$ cat config.mk
export PLATFORM = sky130hd
export DESIGN_NAME = mio_bus_responder
export DESIGN_NICKNAME = d
export VERILOG_FILES = /design/src/rtl/mio_bus_responder.sv
export SDC_FILE = /design/constraint.sdc
export NUM_CORES = 1
export LEC_CHECK = 0
export ABC_AREA = 1
export BUFFER_PORTS_ARGS = -buffer_cell sky130_fd_sc_hd__clkbuf_2
export CORE_MARGIN = 2
export CORE_UTILIZATION = 45
export DETAILED_ROUTE_END_ITERATION = 8
export PLACE_DENSITY_LB_ADDON = 0.08
export SLEW_MARGIN = 25
export SYNTH_ARGS = -nofsm -noshare
export SYNTH_HDL_FRONTEND = slang
export SYNTH_SLANG_ARGS = --single-unit
$ cat constraint.sdc
create_clock -name clk -period 1.8 [get_ports clk]
set_input_delay 0.36 -clock clk [delete_from_list [all_inputs] [get_ports clk]]
set_output_delay 0.36 -clock clk [all_outputs]
set_load 0.05 [all_outputs]
$ cat src/rtl/mio_bus_responder.sv
// mio_bus_responder: slave side of the CPU memory/IO handshake.
// It latches one CPU request, decodes the address to data RAM, the LED register or the
// switch inputs, adds RAM wait states and answers with a one-cycle MIO_ready pulse.
// Optional feature: define MIO_BUS_ERR_EN to make bus_err a sticky unmapped-access flag.
// When the macro is not defined, bus_err is tied to 0.
module mio_bus_responder #(
    parameter int unsigned RAM_WAIT = 2,
    parameter int unsigned RAM_AW   = 10,
    parameter int unsigned LED_W    = 8,
    parameter int unsigned SW_W     = 8
) (
    input  logic              clk,
    input  logic              rst_n,
    input  logic              CPU_MIO,
    input  logic              mem_w,
    input  logic [31:0]       addr_bus,
    input  logic [31:0]       Data_out,
    output logic [31:0]       Data_in,
    output logic              MIO_ready,
    output logic [RAM_AW-1:0] ram_addr,
    output logic              ram_we,
    output logic [31:0]       ram_din,
    input  logic [31:0]       ram_dout,
    output logic [LED_W-1:0]  led,
    input  logic [SW_W-1:0]   sw,
    output logic              bus_err
);

    typedef enum logic [1:0] {StIdle, StWait, StAck} state_e;
    typedef enum logic [1:0] {RegRam, RegLed, RegSw, RegNone} region_e;

    // Word addresses of the two I/O registers (byte address >> 2).
    localparam logic [29:0] LedWord  = 30'h3800_0000;
    localparam logic [29:0] SwWord   = 30'h3C00_0000;
    localparam logic [3:0]  WaitInit = 4'(RAM_WAIT - 1);

    state_e             state_q, state_d;
    logic [3:0]         cnt_q, cnt_d;
    region_e            req_region;
    region_e            region_q;
    logic               we_q;
    logic [RAM_AW-1:0]  ram_addr_q;
    logic [31:0]        wdata_q;
    logic [LED_W-1:0]   led_q;
    logic [31:0]        data_in_q;

    logic               from_idle;
    region_e            cur_region;
    logic               cur_we;
    logic [LED_W-1:0]   led_wdata;
    logic [31:0]        rd_data;
    logic               ack_entry;

    // Word accesses only: the byte-lane bits carry no information.
    logic unused_addr_lsb;
    assign unused_addr_lsb = ^addr_bus[1:0];

    // Address decode of the live request (used only while idle).
    always_comb begin
        req_region = RegNone;
        if (addr_bus[31:12] == 20'h0_0000) begin
            req_region = RegRam;
        end else if (addr_bus[31:2] == LedWord) begin
            req_region = RegLed;
        end else if (addr_bus[31:2] == SwWord) begin
            req_region = RegSw;
        end
    end

    // I/O accesses go IDLE->ACK in one edge, before the latches are loaded, so the
    // completion logic looks at the live request when coming from IDLE.
    assign from_idle  = (state_q == StIdle);
    assign cur_region = from_idle ? req_region : region_q;
    assign cur_we     = from_idle ? mem_w : we_q;
    assign led_wdata  = from_idle ? Data_out[LED_W-1:0] : wdata_q[LED_W-1:0];

    // Next-state logic: IDLE latches, WAIT counts RAM wait states, ACK lasts one cycle.
    always_comb begin
        state_d = state_q;
        cnt_d   = cnt_q;
        case (state_q)
            StIdle: begin
                if (CPU_MIO) begin
                    if (req_region == RegRam) begin
                        state_d = StWait;
                        cnt_d   = WaitInit;
                    end else begin
                        state_d = StAck;
                    end
                end
            end
            StWait: begin
                if (cnt_q == 4'd0) begin
                    state_d = StAck;
                end else begin
                    cnt_d = cnt_q - 4'd1;
                end
            end
            StAck: begin
                state_d = StIdle;
            end
            default: begin
                state_d = StIdle;
                cnt_d   = 4'd0;
            end
        endcase
    end

    assign ack_entry = (state_q != StAck) && (state_d == StAck);

    // State and wait-counter registers.
    always_ff @(posedge clk or negedge rst_n) begin
        if (!rst_n) begin
            state_q <= StIdle;
            cnt_q   <= 4'd0;
        end else begin
            state_q <= state_d;
            cnt_q   <= cnt_d;
        end
    end

    // Request latch, loaded when a request is accepted in IDLE.
    always_ff @(posedge clk or negedge rst_n) begin
        if (!rst_n) begin
            region_q   <= RegNone;
            we_q       <= 1'b0;
            ram_addr_q <= '0;
            wdata_q    <= 32'h0;
        end else if (from_idle && CPU_MIO) begin
            region_q   <= req_region;
            we_q       <= mem_w;
            ram_addr_q <= addr_bus[RAM_AW+1:2];
            wdata_q    <= Data_out;
        end
    end

    // Read-data source for the completing access; unmapped reads return zero.
    always_comb begin
        rd_data = 32'h0;
        case (cur_region)
            RegRam:  rd_data = ram_dout;
            RegLed:  rd_data = 32'(led_q);
            RegSw:   rd_data = 32'(sw);
            default: rd_data = 32'h0;
        endcase
    end

    // Read data and LED register update on entry to ACK; Data_in holds otherwise.
    always_ff @(posedge clk or negedge rst_n) begin
        if (!rst_n) begin
            data_in_q <= 32'h0;
            led_q     <= '0;
        end else if (ack_entry) begin
            if (!cur_we) begin
                data_in_q <= rd_data;
            end else if (cur_region == RegLed) begin
                led_q <= led_wdata;
            end
        end
    end

`ifdef MIO_BUS_ERR_EN
    logic bus_err_q;

    // Sticky flag, set when an unmapped access completes; only reset clears it.
    always_ff @(posedge clk or negedge rst_n) begin
        if (!rst_n) begin
            bus_err_q <= 1'b0;
        end else if (ack_entry && (cur_region == RegNone)) begin
            bus_err_q <= 1'b1;
        end
    end

    assign bus_err = bus_err_q;
`else
    assign bus_err = 1'b0;
`endif

    // RAM write strobe only in the first WAIT cycle.
    assign ram_we    = (state_q == StWait) && we_q && (cnt_q == WaitInit);
    assign ram_addr  = ram_addr_q;
    assign ram_din   = wdata_q;
    assign MIO_ready = (state_q == StAck);
    assign Data_in   = data_in_q;
    assign led       = led_q;

endmodule

== After elaboration in Yosys (flattened, before gate mapping) ==
Cells that the tools add are included.

* Logic and storage cells: 50
* Output and inout port bits: 85
* Memories kept: 0
* Register bits: 91
* Memory bits (read-only): 0
* Latch bits: 0
* Input port bits: 108
* Memory bits (writable): 0

* Shift-type cells: 0
* Muxes and demuxes: 15
* Equality and inequality tests: 12
* $lt $le $gt $ge: 0
* Multiply operators: 0
* Reductions and logical operators: 12
* Bitwise operators: 2
* Add/sub/neg operators: 1
* Div/mod/pow operators: 0

{| class="wikitable"
|+ Operator list
! operator !! number
|-
| case mux 32 bit (3 select lines) || 1
|-
| equality test 30 bit, second input constant || 2
|-
| zero test 20 bit || 1
|-
| 2-to-1 mux 2 bit || 6
|-
| 2-to-1 mux 4 bit || 3
|-
| case mux 4 bit (3 select lines) || 1
|-
| 2-to-1 mux 8 bit || 1
|-
| equality test 2 bit, second input constant || 3
|-
| zero test 2 bit || 3
|-
| inequality test 2 bit, second input constant || 3
|-
| equality test 2 x 1 -> 1 bit, second input constant || 2
|-
| equality test 4 x 1 -> 1 bit, second input constant || 1
|-
| logical AND 1 bit || 4
|-
| zero test 4 bit || 1
|-
| case mux 2 bit (2 select lines) || 1
|-
| AND reduction 4 bit || 1
|-
| subtractor 4 x 1 -> 4 bit, second input constant || 1
|-
| AND reduction 3 bit || 1
|-
| 2-to-1 mux 1 bit || 2
|-
| inequality test 2 x 1 -> 1 bit, second input constant || 1
|-
| inverter 1 bit || 2
|-
| AND reduction 2 bit || 1
|}

== Depth between registers and ports, before layout ==
* Depth in word-level cells: 11
* Depth in mapped cells: 14
* Depth with buffers taken out: 13

== Worst setup path before layout ==
No wires, ideal clock.

* Path type: flip-flop to output port
* Start point: register state_q[0]
* End point: output port ram_we
* Stages on the path, launching flop included: 5
* Data required time: 1.440 ns
* Setup slack: 0.086 ns
* Arrival time: 1.354 ns
* Path buffers: 0
* Cells stage by stage: dfrtp_1 > inv_1 > nor2_1 > inv_1 > nor2_1

* Longest elaborated chain between the ends: 3

{| class="wikitable"
|+ RTL lines
! item !! line !! source
|-
| from (decl) || 37 || <nowiki>state_e state_q, state_d;</nowiki>
|-
| from (signal assigned) || 114 || <nowiki>state_q <= StIdle;</nowiki>
|-
| from (signal assigned) || 117 || <nowiki>state_q <= state_d;</nowiki>
|-
| equality test 2 x 1 -> 1 bit || 180 || <nowiki>assign ram_we = (state_q == StWait) && we_q && (cnt_q == WaitInit);</nowiki>
|-
| logical AND 1 bit (2 in series) || 180 ||
|-
| to (decl) || 21 || <nowiki>output logic ram_we,</nowiki>
|}

No other way between the ends.

== Worst setup path after layout ==
* Start point: register cnt_q[3]
* End point: output port ram_we

* Longest elaborated chain between the ends: 2

{| class="wikitable"
|+ RTL lines
! item !! line !! source
|-
| from (decl) || 38 || <nowiki>logic [3:0] cnt_q, cnt_d;</nowiki>
|-
| from (signal assigned) || 118 || <nowiki>cnt_q <= cnt_d;</nowiki>
|-
| equality test 4 x 1 -> 1 bit || 180 ||
|-
| logical AND 1 bit || 180 ||
|}

No other way between the ends.

==> metrics.md <==
| Metric | Value |
|---|---|
| Status | finished, final reports clean |
| H-tree depth | 3 |
| Avg Cell Area, Syn | 8.513 um2 |
| Max Clock Freq | between 0.5 and 0.6 GHz |
| Most common cell after layout, fill and taps aside | nand2_1 |
| Most frequent cells in the layout | nand2_1, clkbuf_2, dfrtp_1, nand3_1, inv_1 |
| CTS tree | done |
| CTS buffer count | 9 |
| Max-Cap Viols | 0 |
| Worst hold slack | roughly 0.19 ns |
| IO Pins | roughly 190 |
| Diode count | 0 |
| CP max stage delay | between 0.4 and 0.5 ns |
| Setup TNS Final | 0 ns |
| Clock Tree Buf Depth | 2 |
| Max Slew Vio Count | 0 |
| Final worst path period need | 1.726 ns |
| Post-Syn Area | roughly 4400 um2 |
| Multi-input logic area | about 1800 um2 |
| Post-synthesis cell type count | 40 |
| Crit-path cells | nor2_2 > buf_6 > nand3_4 > nor2_4 > buf_8 |
| Antenna-violating nets left | 0 |
| Site Rows | 36 |
| Cells after Synth | roughly 520 |
| Crit. End Element | primary output |
| Final nets | between 800 and 900 |
| Buf/Inv on CP | 2 |
| Chip height | around 100 um |
| Drt initial violations | 110 |
| Syn_nets | around 630 |
| Antenna violations before repair | 0 |
| Largest net degree at the start of global routing | 52 |
| CTS Root Cell | clkbuf_8 |
| Core Area | about 9600 um2 |
| First-pass iteration count of the detailed router | 4 |
| Final setup viols | 0 |
| DR DRC count | 0 |
| FF-to-FF Start | cnt_q[3]$_DFFE_PN0P_ |
| Clock transition at path regs | 0.09 ns |
| Pre-CTS WS | between 0.003 and 0.004 ns |
| Die X | slightly above 100 um |
| Yosys warnings | 0 |
| Number of synthesized flops with an enable pin | 0 |
| CP Max Fanout | 2 |
| Global-route wire length before repair | approximately 18 mm |
| Final Util | around three fifths |
| Required time of the critical path | between 1 and 1.5 ns |
| P per Cell Area | between 900 and 1000 nW/um2 |
| Layout cells sized above 1 | 39.56% |
| Full die area | approximately 11000 um2 |
| Hold Startpoint | Data_out[12] |
| CP startpoint | cnt_q[3]$_DFFE_PN0P_ |
| Main flop type after synthesis | dfrtp_1 |
| Register area | about 2300 um2 |
| Grt total ovfl | 0 |
| GRT Total Usage | about a fifth |
| Clock Skews | 0.01062 ns |
| Sequential-to-total area share from yosys stat | 51.89% |
| Layout fillers | about 940 |
| Final setup margin | 0.07367 ns |
| Peak VDD IR | approximately 550 uV |
| Family with the most delay on the worst path | flip-flops |
| # port buffers | 189 |
| Placer Congestion | 0.8329 |
| Post-synthesis register bit count | roughly 90 |
| Sink Count | around 90 |
| Final hold vios | 0 |
| Class of the worst hold path | input pin to flip-flop |
| P_leak | ~0.0034 uW |
| Initial Util | 45.57% |
| Worst path slowest cell | dfrtp_1 |
| Hpwl dp | roughly 8 mm |
| Worst-skew pair later-pin latency | between 0.3 and 0.4 ns |
| Avg WL per Cell | around 12 um |
| FFs w/ async S/R, synth | 100.0% |
| Total wire length | roughly 11 mm |
| Final worst path period share | 95.91% |
| Vias in the first global route | 3800 |
| CP Class | flip-flop to primary output |
| Drt via density | 4.660 |
| Routed vias | approximately 4000 |
| Arrival time worst endpoint | approximately 1.4 ns |
| Startpoint types | flip-flop |
| Area Overhead vs Synth | 34.38% |
cell usage after synthesis (4+ instances only):
cell	count	area (um2)
nand2_1	199	747.0
dfrtp_1	89	2227
nand3_1	63	315.3
inv_1	33	123.9
nor2_1	20	75.07
o21ai_0	17	85.08
o21ai_2	9	78.83
inv_2	8	30.03
buf_2	6	30.03
clkbuf_1	5	18.77
nand2_2	5	31.28
o21a_1	5	37.54
o22ai_1	5	31.28
nand2_4	4	45.04
nor2_2	4	25.02
cell type report:
cell class | instances | share of cell area (%)
well taps | 133 | 2.819
repair buffers | 218 | 21.73
clock buffers | 11 | 2.395
multi-input cells | 362 | 31.20
inverters | 41 | 2.607
flip-flops and latches | 91 | 38.64
clock inverters | 5 | 0.6147
worst register-to-register path, delay by kind of cell (launching register included):
| family | cells | cell delay, ns |
|---|---|---|
| flip-flops | 1 | 0.41 |
| buffers and inverters | 3 | 0.40 |
| AO/OA/AOI/OAI | 1 | 0.06 |
| AND/OR/NAND/NOR | 6 | 0.74 |
power breakdown:
part / switching, uW / total [uW] / leakage (uW) / internal [uW]
combinational: 1360 / 1850 / 0.00211 / 492
sequential: 162 / 2450 / 0.00117 / 2290
clock: 738 / 1280 / 0.0000820 / 543
total: 2260 / 5580 / 0.00336 / 3320
per-layer routing:
layer / wire, um / global-route usage (%) / vias up
li1: - / - / 2045
met1: 4879 / 29.23 / 1816
met2: 4805 / 32.03 / 142
met3: 881 / 6.102 / 9
met4: 119 / 6.478 / 0
met5: 0 / 0 / -
state kept, by name (all words and copies together), names as in the netlist:
signal,cells
state_q,2
cnt_q,4
Data_in,32
led,8
region_q,2
ram_din,32
we_q,1
ram_addr,10
path summary, 6_finish.rpt:
check | to | slack (ns) | cells after the start
setup / recovery | ram_we | 0.07 | 5
hold / removal | ram_din[12]$_DFFE_PN0P_ | 0.19 | 3
setup reg to reg | Data_in[15]$_DFFE_PN0P_ | 0.15 | 10
hold reg to reg | ram_din[25]$_DFFE_PN0P_ | 0.48 | 2
max in group asynchronous | ram_din[1]$_DFFE_PN0P_ | 0.86 | 3
min in group asynchronous | cnt_q[1]$_DFFE_PN0P_ | 0.40 | 2
timing repair:
item	in CTS	in global routing
setup buffers	4	3
setup endpoints to repair	1	33
hold buffers	1	0
hold endpoints to repair	9	0
gates resized for setup	5	10
pin swaps	2	3
per-stage QoR:
step / std cells / power (uW) / area (um2)
global placement: 838 / 4311 / 5623
detailed placement: 838 / 4339 / 5623
floorplan: 516 / 3747 / 4393
global route: 861 / 5900 / 5903
CTS: 858 / 5640 / 5847
finish: 861 / 5583 / 5903
kinds of logic after synthesis:
group	after synthesis	share of synthesized area, %
flops	91	51.89
buf+inv	63	6.921
simple gates	312	32.84
xor+xnor	1	0.1994
fa+ha+maj	3	0.8545
mux	1	0.2279
compound gates	44	6.978
other cells	1	0.08536
No activity file was read; power rests on OpenSTA's default activity.
